### src/rtl/cpu_pkg.sv
// cpu_pkg: shared fetch-control defaults and the next-PC controller state type
package cpu_pkg;
    localparam logic [31:0] RESET_PC_DEF = 32'h0000_3000;
    localparam logic [31:0] EXC_VEC_DEF  = 32'h0000_4180;
    typedef enum logic {IDLE = 1'b0, PEND = 1'b1} npc_state_t;
endpackage

### src/rtl/stall_watchdog.sv
// stall_watchdog: saturating consecutive-stall counter with a sticky timeout flag
module stall_watchdog #(
    parameter int STALL_MAX = 16
) (
    input  logic clk,
    input  logic reset,
    input  logic stall,
    output logic timeout
);
    logic [7:0] cnt_q, cnt_d;
    logic       to_q, to_d;
    always_comb begin
        cnt_d = stall ? ((cnt_q == 8'hff) ? cnt_q : cnt_q + 8'd1) : 8'd0;
        to_d  = to_q | (stall & (cnt_q == 8'(STALL_MAX - 1)));
    end
    always_ff @(posedge clk) begin
        if (reset) begin
            cnt_q <= 8'd0;
            to_q  <= 1'b0;
        end else begin
            cnt_q <= cnt_d;
            to_q  <= to_d;
        end
    end
    assign timeout = to_q;
endmodule

### src/rtl/f_npc_ctrl.sv
// f_npc_ctrl: next-PC priority mux and fetch enable with stalled-redirect holding
module f_npc_ctrl
    import cpu_pkg::*;
#(
    parameter logic [31:0] RESET_PC  = RESET_PC_DEF,
    parameter logic [31:0] EXC_VEC   = EXC_VEC_DEF,
    parameter int          STALL_MAX = 16
) (
    input  logic        clk,
    input  logic        reset,
    input  logic [31:0] pc_f,
    input  logic        stall,
    input  logic        br_valid,
    input  logic [31:0] br_target,
    input  logic        exc_req,
    input  logic        eret_req,
    input  logic [31:0] epc,
    output logic [31:0] npc,
    output logic        we,
    output logic        pend,
    output logic        misalign,
    output logic        stall_timeout
);
    npc_state_t  state_q, state_d;
    logic [31:0] tgt_q, tgt_d;
    logic        mis_q, mis_d;
    logic        we_run;
    always_comb begin
        we_run  = ~stall | exc_req | eret_req;
        // Any accepted write consumes or cancels the held redirect; a stalled branch (re)loads it.
        state_d = we_run ? IDLE : (br_valid ? PEND : state_q);
        tgt_d   = (~we_run & br_valid) ? br_target : tgt_q;
        npc     = reset    ? RESET_PC :
                  exc_req  ? EXC_VEC  :
                  eret_req ? epc      :
                  (state_q == PEND) ? tgt_q :
                  br_valid ? br_target : pc_f + 32'd4;
        we      = we_run & ~reset;
        mis_d   = we ? (npc[1] | npc[0]) : mis_q;
    end
    always_ff @(posedge clk) begin
        if (reset) begin
            state_q <= IDLE;
            tgt_q   <= 32'd0;
            mis_q   <= 1'b0;
        end else begin
            state_q <= state_d;
            tgt_q   <= tgt_d;
            mis_q   <= mis_d;
        end
    end
    assign pend     = (state_q == PEND);
    assign misalign = mis_q;
    stall_watchdog #(.STALL_MAX(STALL_MAX)) u_wdog (
        .clk     (clk),
        .reset   (reset),
        .stall   (stall),
        .timeout (stall_timeout)
    );
endmodule

### config.mk
export PLATFORM = sky130hd
export DESIGN_NAME = f_npc_ctrl
export DESIGN_NICKNAME = d
export VERILOG_FILES = /design/src/rtl/cpu_pkg.sv /design/src/rtl/stall_watchdog.sv /design/src/rtl/f_npc_ctrl.sv
export SDC_FILE = /design/constraint.sdc
export NUM_CORES = 1
export LEC_CHECK = 0
export ABC_AREA = 1
export CORE_UTILIZATION = 48
export CTS_CLUSTER_DIAMETER = 100
export DETAILED_ROUTE_END_ITERATION = 10
export GPL_ROUTABILITY_DRIVEN = 0
export PLACE_DENSITY = 0.86
export SYNTH_ARGS = -nofsm -noshare
export SYNTH_HDL_FRONTEND = slang
export SYNTH_SLANG_ARGS = --single-unit
### constraint.sdc
create_clock -name clk -period 4.6 [get_ports clk]
set_input_delay 0.92 -clock clk [delete_from_list [all_inputs] [get_ports clk]]
set_output_delay 0.92 -clock clk [all_outputs]
set_load 0.005 [all_outputs]
==> run_results.csv <==
group,metric,value,unit
route,first_pass_iters,5,
power_and_ir_drop,power_frac_clock,0.275,
layout,layout-drive-gt1-share,0.0451,
worst_setup_path,critPathLaunchType,"input pin",
timing,fmax,0.230,GHz
clock_tree,h-tree-depth,2,
timing,final-hold-violation-count,0,
synthesis,yosysUniqueCellTypes,32,
synthesis,syn_inst,612,
timing,totalNegativeSetupSlack,0,ns
clock_tree,clk_root_buffer_cell,"clkbuf_8",
layout,finalNonFillerCells,828,
synthesis,ys_seq_area_frac,0.244,
clock_tree,cts_buffers,5,
worst_setup_path,worstPathRequired,3.68,ns
route,drtAntennaViolNets,0,
placement,dpl.cell_count,820,
global_route,first_global_vias,4331,
floorplan,die_area,0.00769,mm^2
power_and_ir_drop,p_per_area,186,mW/mm^2
worst_setup_path,crit_type,"input pin to primary output",
route,wl_per_cell,14.7,um
worst_setup_path,cp-end-kind,"primary output",
worst_setup_path,crit_start,"pc_f[2]",
clock_tree,holdBufCountCts,0,
timing,setup_violations,0,
route,vias_per_cell,5.49,
layout,diodes,0,
floorplan,coreArea,0.00694,mm^2
route,routed_wl,12200,um
power_and_ir_drop,p_sw_frac,0.315,
clock_tree,clk_latency,0.31,ns
power_and_ir_drop,p_leak,1.97,nW
min_path,min_path_type,"register to register",
power_and_ir_drop,ir_drop,127,uV
layout,nets,835,
timing,drv_slew,0,
clock_tree,cts_resized,0,
power_and_ir_drop,comb_power_share,0.312,
clock_tree,path_clk_slew,0.09,ns
worst_setup_path,critPathArrivalTime,3.44,ns
floorplan,initial_core_util,0.508,
min_path,hp-start,"tgt_q[14]",
synthesis,synth_fp_nets,716,
synthesis,yosys_warnings,0,
run_status,status,"finished clean",
route,drt_iter0_drc,318,
global_route,track_usage,0.325,
clock_tree,cts.sinks,43,
timing,fin_crit,4.36,ns
power_and_ir_drop,power.switching,0.294,mW
global_route,antenna_found_initial,0,
timing,worstMarginPinSlew,0.970,ns
clock_tree,cts_max_path_buffers,2,
synthesis,syn_area,0.00352,mm^2
timing,period_share,0.947,
layout,regArea,862,um^2
floorplan,die_h,87.7,um
power_and_ir_drop,internal_power,0.640,mW
layout,fillers,610,
synthesis,ys_seq_elements,43,
global_route,grt_overflow,0,
timing,rsz0062_at_grt,"false",
worst_setup_path,crit_fanout,4,
route,drc,0,
layout,syn2layout_area_growth,42.2,%
worst_setup_path,timing.rr.start,"pend",
layout,multi_input_area,0.00228,mm^2
global_route,grt_pass1_wl,19500,um
floorplan,die_w,87.7,um
power_and_ir_drop,p_seq_frac,0.413,
floorplan,io_pins,138,
clock_tree,post-cts-setup-buffer-count,0,
run,cap_viol_max_count,0,
global_route,grt_max_degree,53,
timing,finClkSkew,0.00841,ns
timing,slew_headroom,0.351,
clock_tree,cts_tree,"done",
placement,dp_hpwl,8940,um
floorplan,rows,30,
synthesis,syn_area_per_cell,5.76,um^2
route,vias,4548,
placement,port_buffers,137,
-- metal layers --
metal	global-route usage	wire length, um	share of wire
met1	0.381	4940	0.41
met2	0.580	5830	0.48
met3	0.0613	1040	0.085
met4	0.134	357	0.029
met5	0	0	0
-- registers in the layout (all words and copies together), names as in the netlist --
register,cells
misalign,1
pend,1
tgt_q,32
u_wdog.cnt_q,8
u_wdog.timeout,1
-- power groups by stage --
stage	clock network, mW	logic (mW)	registers (mW)
after floorplan	0	0.123	0.393
after global placement	0	0.282	0.394
after detailed placement	0	0.287	0.395
after CTS	0.255	0.289	0.386
after global routing	0.273	0.318	0.387
final	0.257	0.292	0.386
-- path summary, 6_finish.rpt --
kind / end / slack (ns) / depth (start not counted)
hold reg to reg: tgt_q[14] / 0.46 / 2
setup reg to reg: misalign / 2.78 / 6
hold / removal: tgt_q[14] / 0.46 / 2
setup / recovery: npc[14] / 0.24 / 12
-- layout make-up --
| class | count | area share |
|---|---|---|
| well taps | 96 | 0.0240 |
| clock inverters | 2 | 0.00250 |
| repair buffers | 146 | 0.287 |
| inverters | 60 | 0.0449 |
| flip-flops and latches | 43 | 0.172 |
| clock buffers | 6 | 0.0145 |
| multi-input cells | 475 | 0.455 |
-- placed cells by master, fill, tap and decap left out, drive strengths merged --
cell type | synthesis | routed
nand2 | 157 | 157
clkdlybuf4s50 | 0 | 137
nor2 | 84 | 84
a21oi | 77 | 77
inv | 60 | 60
o21ai | 54 | 54
nand3 | 52 | 52
dfxtp | 43 | 43
a211oi | 15 | 15
xor2 | 10 | 10
buf | 15 | 9
nor3 | 7 | 7
clkbuf | 19 | 6
xnor2 | 2 | 2
o21bai | 2 | 2
o211ai | 2 | 2
a21o | 2 | 2
a221oi | 2 | 2
a31oi | 2 | 2
ha | 2 | 2
or2 | 1 | 1
o21a | 1 | 1
nor3b | 1 | 1
nor4 | 1 | 1
o31ai | 1 | 1
clkinv | 0 | 1
clkinvlp | 0 | 1
-- stage by stage --
| stage | power (mW) | hold slack [ns] | utilization | setup WS (ns) | area, um^2 |
|---|---|---|---|---|---|
| floorplan | 0.516 | 0.424 | - | 1.71 | 3520 |
| global placement | 0.677 | 0.438 | 0.710 | 0.453 | 4930 |
| detailed placement | 0.681 | 0.450 | 0.710 | 0.363 | 4930 |
| CTS | 0.930 | 0.459 | 0.722 | 0.320 | 5010 |
| global route | 0.978 | 0.487 | 0.722 | 0.0916 | 5010 |
| finish | 0.934 | 0.458 | 0.722 | 0.245 | 5010 |
-- cell usage after synthesis --
library cell	number	area [um^2]
o21ai_0	53	265
buf_6	2	22.5
o31ai_1	1	7.51
ha_1	2	25.0
nor3b_1	1	7.51
nor2_1	79	297
a21o_1	2	15.0
inv_1	60	225
nor2_2	3	18.8
a221oi_1	2	17.5
o21a_1	1	7.51
clkbuf_1	19	71.3
nor3_4	1	16.3
buf_2	11	55.1
a21oi_1	77	385
a211oi_2	7	87.6
nor4_1	1	6.26
o21bai_1	2	15.0
xnor2_1	2	17.5
or2_2	1	6.26
a31oi_1	2	12.5
buf_1	2	7.51
o21ai_1	1	5.00
o211ai_1	2	15.0
a211oi_1	8	60.1
nand3_1	52	260
xor2_1	10	87.6
nor2_4	2	22.5
dfxtp_1	43	861
nand2_2	2	12.5
nor3_1	6	30.0
nand2_1	155	582
-- critical path, stage by stage --
cell and delay [ns]:
clkdlybuf4s50_1 0.52, ha_1 0.22, nand2_1 0.08, nor2_1 0.20, nand2_1 0.19, nor2_1 0.23, inv_1 0.10, nand2_1 0.07
nand2_1 0.05, o21ai_0 0.29, a21oi_1 0.11, clkdlybuf4s50_1 0.47
-- kinds of logic (layout without fill, tap and decap cells) --
logic type                 count (synthesis)  after routing  share of synthesized area
and+or+nand+nor                          303            303                      0.357
AOI/OAI and AO/OA                        158            158                      0.253
buffers and inverters                     94            214                      0.108
DFF                                       43             43                      0.244
xor gates and xnor gates                  12             12                     0.0298
adders and majority gates                  2              2                    0.00710
No activity file was read; power rests on OpenSTA's default activity.
